===== src/rtl/vocoder_band_mixer.sv =====
// vocoder_band_mixer
// Per-sample band mixer for a channel vocoder. Each band's carrier is
// weighted by its modulator envelope, and negative envelopes count as zero.
// The weighted bands are summed with one time-shared multiplier, one band per
// cycle. The sum is then rescaled by an arithmetic right shift and narrowed
// to a single mono output sample.
//
// Build option: define VOCODER_MIXER_SAT_EN to clamp the rescaled sum to the
// signed WIDTH-bit range. Without it, the low WIDTH bits are kept and
// out-of-range results wrap.
module vocoder_band_mixer #(
    parameter int WIDTH     = 24,
    parameter int NUM_BANDS = 16,
    parameter int SHIFT     = 20
) (
    input  logic                       clk_in,
    input  logic                       rst_in,
    input  logic                       sample_valid_in,
    input  logic [NUM_BANDS*WIDTH-1:0] carrier_in,
    input  logic [NUM_BANDS*WIDTH-1:0] envelope_in,
    output logic [WIDTH-1:0]           sample_out,
    output logic                       sample_valid_out,
    output logic                       busy_out,
    output logic                       overrun_out
);

    localparam int IDX_W = $clog2(NUM_BANDS);
    localparam int ACC_W = 2*WIDTH + IDX_W;
    localparam logic [IDX_W-1:0] LAST_IDX = IDX_W'(NUM_BANDS-1);

`ifdef VOCODER_MIXER_SAT_EN
    localparam logic signed [ACC_W-1:0] SAT_MAX =
        {{(ACC_W-WIDTH+1){1'b0}}, {(WIDTH-1){1'b1}}};
    localparam logic signed [ACC_W-1:0] SAT_MIN =
        {{(ACC_W-WIDTH+1){1'b1}}, {(WIDTH-1){1'b0}}};
`endif

    typedef enum logic [1:0] {
        ST_IDLE = 2'd0,
        ST_MAC  = 2'd1,
        ST_DONE = 2'd2
    } state_t;

    state_t                     r_state;
    logic [IDX_W-1:0]           r_idx;
    logic signed [ACC_W-1:0]    r_acc;
    logic [NUM_BANDS*WIDTH-1:0] r_carrier;
    logic [NUM_BANDS*WIDTH-1:0] r_envelope;
    logic [WIDTH-1:0]           r_sample;
    logic                       r_valid;
    logic                       r_busy;
    logic                       r_overrun;

    logic signed [WIDTH-1:0]    w_carrier;
    logic signed [WIDTH-1:0]    w_env;
    logic signed [WIDTH-1:0]    w_env_pos;
    logic signed [2*WIDTH-1:0]  w_prod;
    logic signed [ACC_W-1:0]    w_prod_ext;

    // Rescale the accumulated sum and narrow it to the output width.
    function automatic logic [WIDTH-1:0] f_narrow(input logic signed [ACC_W-1:0] acc);
        logic signed [ACC_W-1:0] scaled;
        scaled = acc >>> SHIFT;
`ifdef VOCODER_MIXER_SAT_EN
        if (scaled > SAT_MAX) begin
            return SAT_MAX[WIDTH-1:0];
        end else if (scaled < SAT_MIN) begin
            return SAT_MIN[WIDTH-1:0];
        end else begin
            return scaled[WIDTH-1:0];
        end
`else
        return scaled[WIDTH-1:0];
`endif
    endfunction

    // Select the current band, clamp a negative envelope to zero, and form the product.
    always_comb begin
        w_carrier = r_carrier[r_idx*WIDTH +: WIDTH];
        w_env     = r_envelope[r_idx*WIDTH +: WIDTH];
        if (w_env[WIDTH-1]) begin
            w_env_pos = {WIDTH{1'b0}};
        end else begin
            w_env_pos = w_env;
        end
        w_prod     = w_carrier * w_env_pos;
        w_prod_ext = {{(ACC_W-2*WIDTH){w_prod[2*WIDTH-1]}}, w_prod};
    end

    // Control FSM, multiply-accumulate datapath and registered outputs.
    always_ff @(posedge clk_in) begin
        if (rst_in) begin
            r_state    <= ST_IDLE;
            r_idx      <= {IDX_W{1'b0}};
            r_acc      <= {ACC_W{1'b0}};
            r_carrier  <= {(NUM_BANDS*WIDTH){1'b0}};
            r_envelope <= {(NUM_BANDS*WIDTH){1'b0}};
            r_sample   <= {WIDTH{1'b0}};
            r_valid    <= 1'b0;
            r_busy     <= 1'b0;
            r_overrun  <= 1'b0;
        end else begin
            case (r_state)
                ST_IDLE: begin
                    r_valid <= 1'b0;
                    if (sample_valid_in) begin
                        r_carrier  <= carrier_in;
                        r_envelope <= envelope_in;
                        r_acc      <= {ACC_W{1'b0}};
                        r_idx      <= {IDX_W{1'b0}};
                        r_busy     <= 1'b1;
                        r_state    <= ST_MAC;
                    end else begin
                        r_busy <= 1'b0;
                    end
                end
                ST_MAC: begin
                    r_valid <= 1'b0;
                    r_busy  <= 1'b1;
                    r_acc   <= r_acc + w_prod_ext;
                    if (sample_valid_in) begin
                        r_overrun <= 1'b1;
                    end else begin
                        r_overrun <= r_overrun;
                    end
                    if (r_idx == LAST_IDX) begin
                        r_idx   <= {IDX_W{1'b0}};
                        r_state <= ST_DONE;
                    end else begin
                        r_idx <= r_idx + {{(IDX_W-1){1'b0}}, 1'b1};
                    end
                end
                ST_DONE: begin
                    r_sample <= f_narrow(r_acc);
                    r_valid  <= 1'b1;
                    if (sample_valid_in) begin
                        // A new sample set in DONE starts immediately, so throughput is back-to-back.
                        r_carrier  <= carrier_in;
                        r_envelope <= envelope_in;
                        r_acc      <= {ACC_W{1'b0}};
                        r_idx      <= {IDX_W{1'b0}};
                        r_busy     <= 1'b1;
                        r_state    <= ST_MAC;
                    end else begin
                        r_busy  <= 1'b0;
                        r_state <= ST_IDLE;
                    end
                end
                default: begin
                    r_state <= ST_IDLE;
                    r_valid <= 1'b0;
                    r_busy  <= 1'b0;
                end
            endcase
        end
    end

    assign sample_out       = r_sample;
    assign sample_valid_out = r_valid;
    assign busy_out         = r_busy;
    assign overrun_out      = r_overrun;

endmodule


===== config.mk =====
export PLATFORM = sky130hd
export DESIGN_NAME = vocoder_band_mixer
export DESIGN_NICKNAME = d
export VERILOG_FILES = /design/src/rtl/vocoder_band_mixer.sv
export SDC_FILE = /design/constraint.sdc
export NUM_CORES = 2
export LEC_CHECK = 0
export CORE_MARGIN = 10
export CORE_UTILIZATION = 50
export DETAILED_ROUTE_END_ITERATION = 8
export PLACE_DENSITY_LB_ADDON = 0.3
export SLEW_MARGIN = 10
export SYNTH_ARGS = -nofsm -noshare
export SYNTH_HDL_FRONTEND = slang
export SYNTH_SLANG_ARGS = --single-unit

===== constraint.sdc =====
create_clock -name clk_in -period 11.6 [get_ports clk_in]
set_input_delay 1.16 -clock clk_in [delete_from_list [all_inputs] [get_ports clk_in]]
set_output_delay 1.16 -clock clk_in [all_outputs]
set_load 0.01 [all_outputs]

Word level (Yosys, flattened, before mapping):

Index checks and enable logic that the tools add are counted.

* flip-flop bits (word level): 853
* bits of input ports: 771
* output and inout bits: 27
* logic and storage cells: 41

* $add $sub $neg: 2
* multiply operators: 2
* eq/ne operators: 6
* shifts and indexed selects: 2
* multiplexer cells: 13
* reduce and logical (&&, ||, !) cells: 7

Operator list (number)
* $shiftx 384x10->24: 2
* $pmux 52 s2: 1
* $add 52x48->52: 1
* $mux 52: 1
* $mul 24x24->48: 1
* $mux 23: 1
* $mux 4: 2
* $pmux 4 s2: 1
* $reduce_and 2->1: 4
* $mul 4x2->6 const B: 1
* $pmux 2 s3: 1
* $add 4x1->4 const B: 1
* $eq 4x4->1 const B: 1
* $mux 2: 2
* $ne 2x2->1 const B: 2
* $mux 1: 3
* $eq 2x1->1 const B: 1
* $eq 2x2->1 const B: 1
* $logic_not 2->1: 1
* $ne 2x1->1 const B: 1
* $pmux 1 s2: 1
* $reduce_bool 2->1: 1
* $reduce_or 2->1: 1

Depth between registers and ports, before layout:

* word-level depth: 6
* depth in mapped cells: 37

Worst setup path before layout:

No wires, ideal clock.

* kind: register -> register
* from: reg r_idx[0]
* to: reg r_acc[41]
* setup time: 0.117 ns
* arrival time: 8.949 ns
* data required time: 11.483 ns
* path slack: 2.533 ns
* stages on the path, launching flop included: 34
* path buffers: 8
* path through: dfxtp_1 > buf_6 > buf_12 > buf_6 > buf_6 > buf_2 > mux4_2 > mux4_2 > and3_1 > clkbuf_1 > buf_2 > and2_1 > fa_1 > fa_1 > inv_1 > fa_1 > fa_1 > inv_1 > fa_1 > fa_1 > inv_1 > fa_1 > inv_1 > ha_1 > clkbuf_1 > a21o_1 > a21o_1 > a21o_1 > a21o_1 > a21o_1 > a21oi_1 > nor2_1 > or4_1 > a32o_1

* cells in the longest elaborated chain, start to end: 6
* elaborated cells on any way between the ends: 7
* classes of those cells: add/sub (1); mul (2); shift (2); mux (2)

Ends and longest elaborated chain
* start: declaration: RTL line 45 `logic [IDX_W-1:0] r_idx;`
* start signal: assignment: RTL line 94 `r_idx <= {IDX_W{1'b0}};`
* start signal: assignment: RTL line 110 `r_idx <= {IDX_W{1'b0}};`
* start signal: assignment: RTL line 127 `r_idx <= {IDX_W{1'b0}};`
* $mul 4x2->6 *: RTL line 79, 80
* $shiftx 384x10->24: RTL line 80 `w_env = r_envelope[r_idx*WIDTH +: WIDTH];`
* $mux 23: RTL line 81 `if (w_env[WIDTH-1]) begin`
* $mul 24x24->48 *: RTL line 86 `w_prod = w_carrier * w_env_pos;`
* $add 52x48->52 *: RTL line 120 `r_acc <= r_acc + w_prod_ext;`
* $pmux 52 s2 *: RTL line 103 `case (r_state)`
* end signal: assignment: RTL line 95 `r_acc <= {ACC_W{1'b0}};`
* end signal: assignment: RTL line 109 `r_acc <= {ACC_W{1'b0}};`
* end signal: assignment: RTL line 120
* end: declaration: RTL line 46 `logic signed [ACC_W-1:0] r_acc;`

Every way passes the cells marked *; elsewhere a longest branch is shown, timed or not.
A chain may end at the register's enable or synchronous reset.

Worst setup path in the final report:

* from: reg r_idx[0]
* to: reg r_acc[43]

The elaborated chain is that of the path after synthesis.

==> flow_summary.toml <==
[run_status]
outcome = "finished, final reports clean"

[logic_synthesis]
synth_top_area_frac = 0.305
synth.distinct_cells = 69
postSynth.topFlopCell = "dfxtp_1"
synth.cell_area_um2 = 55400
synth_edf_count = 0
synth_nets = 7871
yosysTopAreaCell = "dfxtp_1"
avgSynthCellArea_um2 = 8.68
async_flop_share = 0
postSynthCellCount = 6381
netlist_top_cells_area = "dfxtp_1, fa_1, nand2_1, mux4_2, a21oi_1"
synth_seq_cells = 845
yosysWarnings = 0
seq_area_frac_synth = 0.305

[sta]
skew_ns = 0.0483
rsz0062_at_grt = "false"
slew_viol_final = 0
relSlewSlack = 0.177
timing.fmax_mhz = 102
holdWs_ns = 0.451
period_needed_ns = 9.81
tightest_slew_ns = 1.23
timing.final.crit_share = 0.845
hold_viol = 0
setup_viol = 0
finalSetupTns_ns = 0

[clock_tree]
clock_latency_ns = 0.71
root_buffer = "clkbuf_16"
ctsResizeCount = 0
clk_pin_slew_worst_paths_ns = 0.06
cts_buffers = 90
cts_hold_buffers = 0
h-tree-depth = 3
cts_tree = "yes"
max-clock-path-buffers = 3
post_cts_buffers = 0
cts_sinks = 845

[power_and_ir_drop]
peakVddDrop_v = 0.000102
leakage_uw = 0.0281
powerDensity_nw_per_um2 = 125

[detailed_routing]
ant_nets = 0
num_vias = 47200
viasPerCell = 5.53
remaining_drc_errors = 0
finalWirelength_mm = 211
firstDrtPassIters = 8
drt-initial-drc-count = 5335
drt-wirelength-per-cell_um = 24.7

[placed_design]
place.gp.congestion = 1.02
dpl.hpwl_mm = 165
port_buffers = 797

[setup_path]
arrival_ns = 10.40
slowest_delay_ns = 0.87
critical_path.most_common_cell = "fa_1"
critical_path_class = "register to register"
crit_path_start_kind = "register"
worstPathMaxFanout = 38
cp.required_ns = 12.19
critPathBufInv = 6
path_delay_family = "adder cells"
cpMaxStageDelayCell = "dfxtp_4"
cp-end-kind = "register"

[die]
die_y_um = 353
io_pins = 798
die_w_um = 353
start_util = 0.502
core_um2 = 110000
die_area_um2 = 125000
rows = 122

[cells_and_area]
final_common_cell = "nand2_1"
syn_to_final_growth_pct = 21.8
layout_common_cells = "nand2_1, dfxtp_1, a21oi_1"
drive_gt1_frac = 0.0669
nets = 8399

[hold_path]
hold_class = "register to register"

[job]
drv_cap = 0

[global_routing]
grt_max_degree = 242
antenna_found_initial = 91
grt_util_all_layers = 0.327
grt_pass1_vias = 47100
overflow = 0
grt_pass1_wl_mm = 307
logic make-up after synthesis:
logic type,synth area share
and+or+nand+nor,0.166
adders and majority gates,0.242
muxes,0.0972
AOI/OAI and AO/OA,0.0958
DFF,0.305
buffers and inverters,0.0849
xor gates and xnor gates,0.00924
layer usage:
layer	vias to the layer above	GRT usage	wire length, um
met5	-	0	287
met4	44	0.146	9640
met3	435	0.112	24500
met2	2304	0.502	94700
met1	23100	0.417	81900
li1	21300	-	-
through the flow:
step                      std cells  setup slack [ns]  total power [uW]  area, um2  utilization
after floorplan                6381              2.53              4560      55400            -
after global placement         8305              1.93              5320      64100        0.581
after detailed placement       8305              1.87              5370      64100        0.581
after CTS                      8469              1.85              8430      67300        0.610
after global routing           8519              1.36              8790      67400        0.611
final                          8527              1.79              8440      67500        0.611
cell usage after synthesis, drive strengths merged, types with 15 or more instances:
master	instances
nand2	1919
clkbuf	352
nand3	24
dfxtp	845
buf	84
inv	762
mux4	225
a22oi	21
xor2	15
and3	45
nor2b	46
and2	41
a21o	26
fa	586
xnor2	40
a21oi	837
ha	133
nor2	201
o21ai	40
worst reg2reg max path: cells and delay by family, from the launching register on:
family | cells | cell delay, ns
adder cells (fa/ha/maj) | 8 | 3.89
AO/OA/AOI/OAI | 7 | 1.54
multiplexers | 2 | 1.13
buffers and inverters | 6 | 1.10
AND/OR/NAND/NOR | 3 | 1.03
flip-flops | 1 | 0.87
XOR/XNOR | 1 | 0.15
cell type report:
class	count	area [um2]
Fill cell	9603	42900
Multi-Input combinational cell	4336	33800
Sequential cell	845	16900
Timing Repair Buffer	872	8660
Inverter	764	2870
Clock buffer	127	2580
Tap cell	1488	1860
Clock inverter	37	594
Antenna cell	58	145
sequential cells by signal, indices dropped and copies added, names as in the netlist:
name              flops
r_envelope          384
r_state               2
r_acc                44
sample_out           24
r_idx                 4
busy_out              1
r_carrier           384
sample_valid_out      1
overrun_out           1
final timing paths:
kind                   startpoint         endpoint  slack, ns  depth (start not counted)
setup reg to reg         r_idx[0]        r_acc[43]       1.79                         27
hold reg to reg   r_envelope[298]  r_envelope[298]       0.45                          2
setup / recovery         r_idx[0]        r_acc[43]       1.79                         27
hold / removal    r_envelope[298]  r_envelope[298]       0.45                          2
power breakdown:
part	internal (uW)	switching [uW]	total (uW)
Sequential	3090	133	3220
Combinational	888	1230	2120
Clock	1790	1300	3100
Note: power is estimated with default switching activity, not from simulation.
